`src/rtl/gray_key_decoder_pkg.sv`:
```
// Shared Gray-code helpers and constants for the Gray-keyed decoder.
// The pipeline uses GRAY_NONE; bin2gray/gray2bin are for any logic that needs the mapping on up to 32 bits.
package gray_key_decoder_pkg;

  // Code 0 never names a table slot.
  localparam int GRAY_NONE = 0;

  function automatic logic [31:0] gray2bin(input logic [31:0] g);
    logic [31:0] b;
    b = g;
    for (int k = 30; k >= 0; k--) begin
      b[k] = b[k+1] ^ g[k];
    end
    return b;
  endfunction

  function automatic logic [31:0] bin2gray(input logic [31:0] b);
    return b ^ (b >> 1);
  endfunction

endpackage

```
`src/rtl/gray_key_decoder_gray2bin.sv`:
```
// Combinational Gray-to-binary converter: XOR prefix from the MSB down.
module gray_key_decoder_gray2bin #(
  parameter int DW = 2
) (
  input  logic [DW-1:0] gray,
  output logic [DW-1:0] bin
);

  always_comb begin
    bin = '0;
    bin[DW-1] = gray[DW-1];
    for (int k = DW - 2; k >= 0; k--) begin
      bin[k] = bin[k+1] ^ gray[k];
    end
  end

endmodule

```
`src/rtl/gray_key_decoder.sv`:
```
// Two-stage valid/ready pipeline: Gray index -> binary slot -> key lookup from a flat key table.
// Codes that name no slot (0 or above NR) pass through with hit=0 and a zero key.
module gray_key_decoder
  import gray_key_decoder_pkg::*;
#(
  parameter int NR = 2,
  parameter int KW = 1,
  parameter int DW = 2
) (
  input  logic             clk,
  input  logic             rst,
  input  logic             in_valid,
  output logic             in_ready,
  input  logic [DW-1:0]    in_gray,
  input  logic [NR*KW-1:0] keys,
  output logic             out_valid,
  input  logic             out_ready,
  output logic [DW-1:0]    out_idx,
  output logic [KW-1:0]    out_key,
  output logic             out_hit
);

  if ((2 ** DW) <= NR) begin : g_bad_width
    $error("gray_key_decoder: DW too small to index NR slots");
  end

  logic [DW-1:0] in_bin;
  logic          in_hit;
  logic          s1_valid;
  logic [DW-1:0] s1_idx;
  logic          s1_hit;
  logic          s1_adv;
  logic          s2_adv;
  logic [KW-1:0] key_sel;

  gray_key_decoder_gray2bin #(.DW(DW)) u_gray2bin (
    .gray (in_gray),
    .bin  (in_bin)
  );

  assign in_hit = (in_bin != DW'(GRAY_NONE)) && (32'(in_bin) <= 32'(NR));

  // A stage moves whenever the stage after it is empty or draining this cycle;
  // in_ready is therefore combinational from out_ready (no skid buffer).
  assign s2_adv   = !out_valid || out_ready;
  assign s1_adv   = !s1_valid || s2_adv;
  assign in_ready = s1_adv;

  always_comb begin
    key_sel = '0;
    for (int i = 1; i <= NR; i++) begin
      if (s1_hit && (32'(s1_idx) == 32'(i))) begin
        key_sel = keys[KW*(i-1) +: KW];
      end
    end
  end

  always_ff @(posedge clk or posedge rst) begin
    if (rst) begin
      s1_valid <= 1'b0;
      s1_idx   <= '0;
      s1_hit   <= 1'b0;
    end else if (s1_adv) begin
      s1_valid <= in_valid;
      if (in_valid) begin
        s1_idx <= in_bin;
        s1_hit <= in_hit;
      end
    end
  end

  // Keys are captured here, so later table edits never reach an item already in stage 2.
  always_ff @(posedge clk or posedge rst) begin
    if (rst) begin
      out_valid <= 1'b0;
      out_idx   <= '0;
      out_key   <= '0;
      out_hit   <= 1'b0;
    end else if (s2_adv) begin
      out_valid <= s1_valid;
      if (s1_valid) begin
        out_idx <= s1_idx;
        out_hit <= s1_hit;
        out_key <= key_sel;
      end
    end
  end

endmodule

```
`config.mk`:
```
export PLATFORM = sky130hd
export DESIGN_NAME = gray_key_decoder
export DESIGN_NICKNAME = d
export VERILOG_FILES = /design/src/rtl/gray_key_decoder_pkg.sv /design/src/rtl/gray_key_decoder_gray2bin.sv /design/src/rtl/gray_key_decoder.sv
export SDC_FILE = /design/constraint.sdc
export NUM_CORES = 1
export LEC_CHECK = 0
export CORE_AREA = 2 2 39 41
export CTS_BUF_LIST = sky130_fd_sc_hd__clkbuf_4 sky130_fd_sc_hd__clkbuf_8 sky130_fd_sc_hd__clkbuf_16
export CTS_CLUSTER_SIZE = 30
export DETAILED_ROUTE_END_ITERATION = 7
export DIE_AREA = 0 0 41 43
export HOLD_SLACK_MARGIN = 0.05
export SLEW_MARGIN = 30
export SYNTH_ARGS = -nofsm -noshare
export SYNTH_HDL_FRONTEND = slang
export SYNTH_SLANG_ARGS = --single-unit
```
`constraint.sdc`:
```
create_clock -name clk -period 2.6 [get_ports clk]
set_clock_uncertainty 0.15 [all_clocks]
set_input_delay 0.26 -clock clk [delete_from_list [all_inputs] [get_ports clk]]
set_output_delay 0.26 -clock clk [all_outputs]
set_load 0.01 [all_outputs]
```
# --- Word-level counts from Yosys, hierarchy flattened ---
# Cells that the tools add are included.
classes:
  n_lt_le_gt_ge: 1
  muxes: 2
  eq_ne: 2
  n_bitwise: 1
  n_reduce_logical: 10
op_table:
  columns: ["cell", "count"]
  rows:
  - ["$reduce_and A2 Y1", 2]
  - ["$logic_and A1 B1 Y1", 3]
  - ["$eq A2 B1 Y1 const B", 1]
  - ["$eq A2 B2 Y1 const B", 1]
  - ["$le A2 B2 Y1 const B", 1]
  - ["$logic_not A1 Y1", 2]
  - ["$logic_or A1 B1 Y1", 2]
  - ["$mux W1", 2]
  - ["$reduce_bool A2 Y1", 1]
  - ["$xor A1 B1 Y1", 1]
totals:
  regBits: 9
  out_inout_bits: 6

# --- Logic depth before layout (Yosys ltp) ---
# Gate-level depths: netlist of run 1.
depth:
  word_depth: 4
  mapped_depth: 3
  mapped_depth_nobuf: 3

# --- Cells and area by module ---
# Synthesis of run 1 repeated with hierarchy kept, for this count alone.
hier_totals:
  cells_unflattened: 30
  area_unflattened_um2: 432.9
modules_own_cells:
  columns: ["mod", "n_inst", "area_each_um2", "cells_per_inst"]
  rows:
  - ["gray_key_decoder", 1, 416.6, 28]
  - ["gray_key_decoder_gray2bin", 1, 16.3, 2]

# --- Worst setup path before layout of run 1 ---
# No wires, ideal clock.
synth_timing:
  kind: "reg2reg"
  startpoint: "register out_valid"
  endpoint: "register s1_hit"
  path_stages_with_launch: 4
  required_time_ns: 2.325
  synth_period_minus_slack_ns: 1.235
  slack_ns: 1.365
  t_arrival_ns: 0.960
  cell_sequence: "dfrtp_1 > nand3b_4 > nand2_4 > mux2_4"
synth_between:
  elab_chain_len: 4
synth_rtl:
  columns: ["element", "line", "text"]
  rows:
  - ["from (decl)", "gray_key_decoder.sv:16", "output logic out_valid,"]
  - ["from (signal assigned)", "gray_key_decoder.sv:80", "out_valid <= s1_valid;"]
  - ["$logic_not A1 Y1", "gray_key_decoder.sv:45", "assign s2_adv = !out_valid || out_ready;"]
  - ["$logic_or A1 B1 Y1", "gray_key_decoder.sv:45", null]
  - ["$logic_or A1 B1 Y1", "gray_key_decoder.sv:46", "assign s1_adv = !s1_valid || s2_adv;"]
  - ["named net in_ready", "gray_key_decoder.sv:13", "output logic in_ready,"]
  - ["$reduce_and A2 Y1 (no line)", null, null]
  - ["to (signal assigned)", "gray_key_decoder.sv:67", "s1_hit <= in_hit;"]
  - ["to (decl)", "gray_key_decoder.sv:31", "logic s1_hit;"]
# The timed path passes the listed nets, and every way through them passes these cells.
# A chain may end at the register's enable or synchronous reset.

# --- Worst setup path in the final report of run 1 ---
layout_timing:
  startpoint: "input port out_ready"
  endpoint: "output port in_ready"
layout_between:
  elab_chain_len: 2
layout_rtl:
  columns: ["element", "line", "text"]
  rows:
  - ["from (decl)", "gray_key_decoder.sv:17", "input logic out_ready,"]
  - ["$logic_or A1 B1 Y1", "gray_key_decoder.sv:45", null]
  - ["$logic_or A1 B1 Y1", "gray_key_decoder.sv:46", null]
  - ["to (decl)", "gray_key_decoder.sv:13", null]
# Every way passes these cells.

==> results of run 1 <==
[logic make-up after synthesis]
logic type | count (synthesis) | synth area share (%)
AOI/OAI and AO/OA | 3 | 5.105
xor gates and xnor gates | 1 | 2.102
buffers and inverters | 1 | 0.9000
DFF | 9 | 54.06
muxes | 5 | 18.02
and+or+nand+nor | 9 | 19.82
[stage by stage]
step	cell area [um2]	cells	setup slack (ps)	total power [mW]	hold WS [ps]
after detailed placement	566.8	57	757.5	0.2968	321.8
after global routing	596.8	61	725.1	0.4325	156.3
final	596.8	61	757.4	0.4088	117.9
after global placement	566.8	57	776.3	0.2935	308.4
after floorplan	416.7	28	1365	0.2424	-62.08
after CTS	596.8	61	744.0	0.4183	127.6
[state kept, by name (all words and copies together), names as in the netlist]
| register | flops |
|---|---|
| out_idx | 2 |
| out_hit | 1 |
| s1_hit | 1 |
| s1_idx | 2 |
| out_valid | 1 |
| s1_valid | 1 |
| out_key | 1 |
[layout by cell type (no fill, tap or decap)]
| cell | netlist | final |
|---|---|---|
| a21o_1 | 1 | 1 |
| nand2_4 | 1 | 1 |
| or2b_1 | 1 | 1 |
| nand2_2 | 1 | 1 |
| nand2b_1 | 1 | 1 |
| nand3b_4 | 1 | 1 |
| nand2b_2 | 1 | 1 |
| inv_1 | 1 | 1 |
| clkbuf_4 | 0 | 4 |
| dfrtp_1 | 9 | 9 |
| xor2_1 | 1 | 1 |
| mux2_4 | 5 | 5 |
| a22o_1 | 1 | 1 |
| o21ai_0 | 1 | 1 |
| and3_4 | 1 | 1 |
| nand2_1 | 1 | 1 |
| clkdlybuf4s50_1 | 0 | 13 |
| nand3b_1 | 1 | 1 |
[power groups by stage]
stage	Sequential [mW]	Clock (mW)	Combinational, mW
3_5_place_dp	0.186	0	0.110
2_1_floorplan	0.191	0	0.0518
5_1_grt	0.186	0.127	0.119
3_3_place_gp	0.184	0	0.109
4_1_cts	0.184	0.124	0.111
6_report	0.183	0.117	0.109
[final cells by class]
class	count	area share [%]
Sequential cell	9	37.74
Multi-Input combinational cell	18	31.45
Timing Repair Buffer	13	21.80
Clock buffer	4	5.031
Tap cell	16	3.354
Inverter	1	0.6289
[worst register-to-register path: stages, from the launching register on]
cell and delay, ps:
dfrtp_1 430, nand2b_2 100, nand2_2 120, mux2_4 310
[final timing paths]
path | from | to | slack (ps) | cells after the start
max | out_ready | in_ready | 760 | 3
min | rst | out_valid | 120 | 2
max reg2reg | out_valid | out_idx[1] | 1380 | 3
min reg2reg | out_hit | out_hit | 330 | 1
max in group asynchronous | rst | s1_valid | 1940 | 2
min in group clk | out_hit | out_hit | 330 | 1
[layer usage]
metal	GRT usage (%)	vias to the layer above	share of wire, %
met1	10.63	133	41
met2	13.44	9	52
met4	8.000	0	0
met3	3.141	0	6.9
li1	-	130	-
met5	0	-	0
==> impl_metrics.ini, run 1 <==
[synthesis]
avgSynthCellArea_um2 = 14.88
syn_area_um2 = 416.7
synth_edf_count = 0
synth_nets = 36
synth_common_cells = dfrtp_1 (9), mux2_4 (5)
ys_types = 16
yosys-top-cells-area = dfrtp_1 (54%), mux2_4 (18%), nand3b_4 (4.8%)
ys.flop_type = dfrtp_1
synth_seq_cells = 9
yosysMostFrequentCell = dfrtp_1
synthArstFlopShare_pct = 100.0
synth_top_area_share_pct = 54.05
yosysTopAreaCell = dfrtp_1
yosysWarnings = 0
synth_seq_area_share_pct = 54.05
syn_inst = 28

[floorplanning]
core_um2 = 1384
initial_utilization_pct = 30.11
io_pins = 14
die_w_um = 41
die-area_um2 = 1763
die_y_um = 43
num_rows = 14

[global_route]
grt_max_degree = 10
gr-usage-all-layers_pct = 9.432
grt_pass1_wl_um = 1090
grt_pass1_vias = 281
grt-ovfl-total = 0
antenna_found_initial = 0

[worst_setup_path]
critPathRequiredTime_ps = 2190
crit_buf_inv = 2
critPathTopFamily = buffers and inverters
startpoint_type = input pin
worstPathCellList = clkdlybuf4s50_1, nand3b_4, clkdlybuf4s50_1
path_class = in -> out
cp.arrival_ps = 1430
crit_top_cell = clkdlybuf4s50_1
worstPathMaxFanout = 3
endpoint_kind = primary output
slowest_stage = clkdlybuf4s50_1
max_stage_delay_ps = 540

[timing]
slew_viol_final = 0
tns_ps = 0
layout_min_cycle_time_ps = 1843
finalCritPeriodShare_pct = 70.87
fmax_mhz = 542.7
timing.slew.headroom_pct = 77.78
rsz0062_at_grt = false
tightest_slew_ps = 332.9
setup_viol = 0
hold_viol_final = 0

[cells_and_area]
multi_input_area_um2 = 187.7
diodes = 0
seq_area_um2 = 225.2
fin_nets = 54
final_core_util_pct = 43.13
fill_cells = 133
areaGrowthSynthToFinish_pct = 43.24
drive_above_1_share_pct = 31.11

[detailed_routing]
vias = 272
post_drt_wl_per_cell_um = 10.51
wl_um = 641
ant_nets = 0
viasPerCell = 4.459
drc_errors = 0
drtIter0Drc = 2
firstDrtPassIters = 3

[pwr]
power_switching_share_pct = 24.30
ir_drop_mv = 0.2373
pwr-share-comb_pct = 26.7
power_frac_clock_pct = 28.6
power_leakage_nw = 0.2800
power.internal_mw = 0.3095
p_per_area_nw_per_um2 = 685.0
switching_power_mw = 0.09935
power_frac_seq_pct = 44.8

[clock_tree]
cts_resized = 0
cts_num_sinks = 9
cts_buffers = 3
cts_tree = built
cts_buffer_depth = 2
clkLatencyLatePin_ps = 260
htreeDepth = 1
clk_pin_slew_worst_paths_ps = 60
cts-root-buf = clkbuf_4
ctsHoldBuffers = 0
cts_setup_buffers = 0

[place]
io_buffers = 13
gp_congestion = 0.6314

[outcome]
status = finished clean

[job]
drv_cap = 0

[hold_path]
hold_class = in -> async
(Power assumes the default switching activity.)
==> run 2, diff against run 1 <==
==> constraint.sdc (replaced) <==
create_clock -name clk -period 1.6 [get_ports clk]
set_clock_uncertainty 0.15 [all_clocks]
set_input_delay 0.16 -clock clk [delete_from_list [all_inputs] [get_ports clk]]
set_output_delay 0.16 -clock clk [all_outputs]
set_load 0.01 [all_outputs]
==> run 2 against run 1 <==
Net effect: via count increased by 4.0%; critical path depth fell by 2; sequential share of layout area is 1.9 points lower; core utilization rose by 2.3 points; cell count is 6.6% higher; global-route usage increased by 0.90 points; die area is the same; critical path type is now reg -> out; largest power group unchanged.
==> impl_metrics.ini, run 2 (synthesis gave the netlist of run 1 again) <==
[worst_setup_path]
max_stage_delay_ps = 560
rr_startpoint = out_valid
r2r_slack_ps = 300
startpoint_type = flip-flop
path_class = reg -> out
cp.depth = 1
worstPathMaxFanout = 3
critical_path.startpoint = out_valid
endpoint_kind = primary output
critPathTopFamily = buffers and inverters
r2r_end = out_idx[0]
endpoint = out_valid
worstPathCellList = clkdlybuf4s50_1
crit_buf_inv = 1
cp.arrival_ps = 1210
rr_worst_depth = 4
slowest_stage = clkdlybuf4s50_1
critPathRequiredTime_ps = 1290

[clock_tree]
cts_tree = built
cts-root-buf = clkbuf_4
cts_buffers = 3
cts_buffer_depth = 2
cts_num_sinks = 9
htreeDepth = 1
clkLatencyLatePin_ps = 250
clk_pin_slew_worst_paths_ps = 60

[place]
gp_congestion = 0.6157
pre_cts_ws_ps = -15.01
io_buffers = 13

[outcome]
status = finished clean

[cells_and_area]
layout_common_cells = clkdlybuf4s50_1 (12), dfrtp_1 (9), mux2_4 (5), clkbuf_4 (4), buf_4 (3)
multi_input_area_um2 = 187.7
drive_above_1_share_pct = 34.69
fin_nets = 58
final_core_util_pct = 45.39
diodes = 0
reg_top3 = out_idx x2, s1_idx x2
seq_area_um2 = 225.2
final_common_cell = clkdlybuf4s50_1
fill_cells = 129
areaGrowthSynthToFinish_pct = 50.75

[timing]
finalCritPeriodShare_pct = 95.08
rsz0062_at_grt = false
timing.slew.headroom_pct = 76.94
tns_ps = 0
slew_viol_final = 0
tightest_slew_ps = 345.5
fmax_mhz = 657.4
hold_viol_final = 0
final.setup.worst_slack_ps = 78.76
layout_min_cycle_time_ps = 1521
setup_viol = 0
whs_ps = 329.7

[detailed_routing]
ant_nets = 0
wl_um = 672
post_drt_wl_per_cell_um = 10.34
drtIter0Drc = 2
firstDrtPassIters = 2
viasPerCell = 4.354
drc_errors = 0
vias = 283

[floorplanning]
io_pins = 14
initial_utilization_pct = 30.11
core_um2 = 1384
die_w_um = 41
die-area_um2 = 1763
num_rows = 14
die_y_um = 43

[pwr]
switching_power_mw = 0.1596
power_leakage_nw = 0.2972
total_power_mw = 0.6695
power_switching_share_pct = 23.83
p_per_area_nw_per_um2 = 1066
power_frac_clock_pct = 27.8
power_frac_seq_pct = 44.2
ir_drop_mv = 0.5272
power.internal_mw = 0.5099
pwr-share-comb_pct = 28.0

[global_route]
grt_max_degree = 10
grt_pass1_vias = 289
gr-usage-all-layers_pct = 10.33
antenna_found_initial = 0
grt-ovfl-total = 0
grt_pass1_wl_um = 1131

[hold_path]
hold_class = reg -> reg

[job]
drv_cap = 0
## run 2: changes by cell type in the layout (fill, tap and decap cells not counted)
cell and delta:
buf_4 +3, clkdlybuf4s50_1 -1, dlygate4sd2_1 +1, dlygate4sd3_1 +1
## run 2: worst min-delay path by stage
stage / startpoint / end / slack (ps) / depth (start not counted)
floorplan: rst / out_hit / -160 / 1
global placement: rst / out_hit / 280 / 2
detailed placement: rst / out_hit / 290 / 2
CTS: out_hit / out_hit / 340 / 1
global route: out_hit / out_hit / 370 / 1
finish: out_hit / out_hit / 330 / 1
## run 2: power by group through the flow
stage / clock [mW] / sequential [mW] / combinational (mW)
finish: 0.186 / 0.296 / 0.187
detailed placement: 0 / 0.303 / 0.182
global placement: 0 / 0.299 / 0.180
CTS: 0.199 / 0.297 / 0.191
floorplan: 0 / 0.310 / 0.0841
global route: 0.205 / 0.301 / 0.205
## run 2: final cells by class
| class | count | area share, % |
|---|---|---|
| clock buffers | 4 | 4.781 |
| flip-flops and latches | 9 | 35.86 |
| repair buffers | 17 | 25.70 |
| inverters | 1 | 0.5976 |
| multi-input cells | 18 | 29.88 |
| well taps | 16 | 3.187 |
## run 2: timing repair
action	4_1_cts	5_1_grt
buffers inserted	2	0
endpoints found under the setup margin	1	0
endpoints found under the hold margin	9	0
resized for setup	1	0
hold buffers	1	0
## run 2: layer usage
metal / up-vias / share of wire, % / global-route usage (%)
li1: 141 / - / -
met1: 131 / 38 / 10.60
met2: 9 / 54 / 15.31
met3: 2 / 6.3 / 3.141
met4: 0 / 1.0 / 10.00
met5: - / 0 / 0
## run 2: stage by stage
| step | std cells | area [um2] |
|---|---|---|
| detailed placement | 58 | 574.3 |
| CTS | 65 | 628.1 |
| global placement | 58 | 574.3 |
| global route | 65 | 628.1 |
| finish | 65 | 628.1 |
| floorplan | 28 | 416.7 |
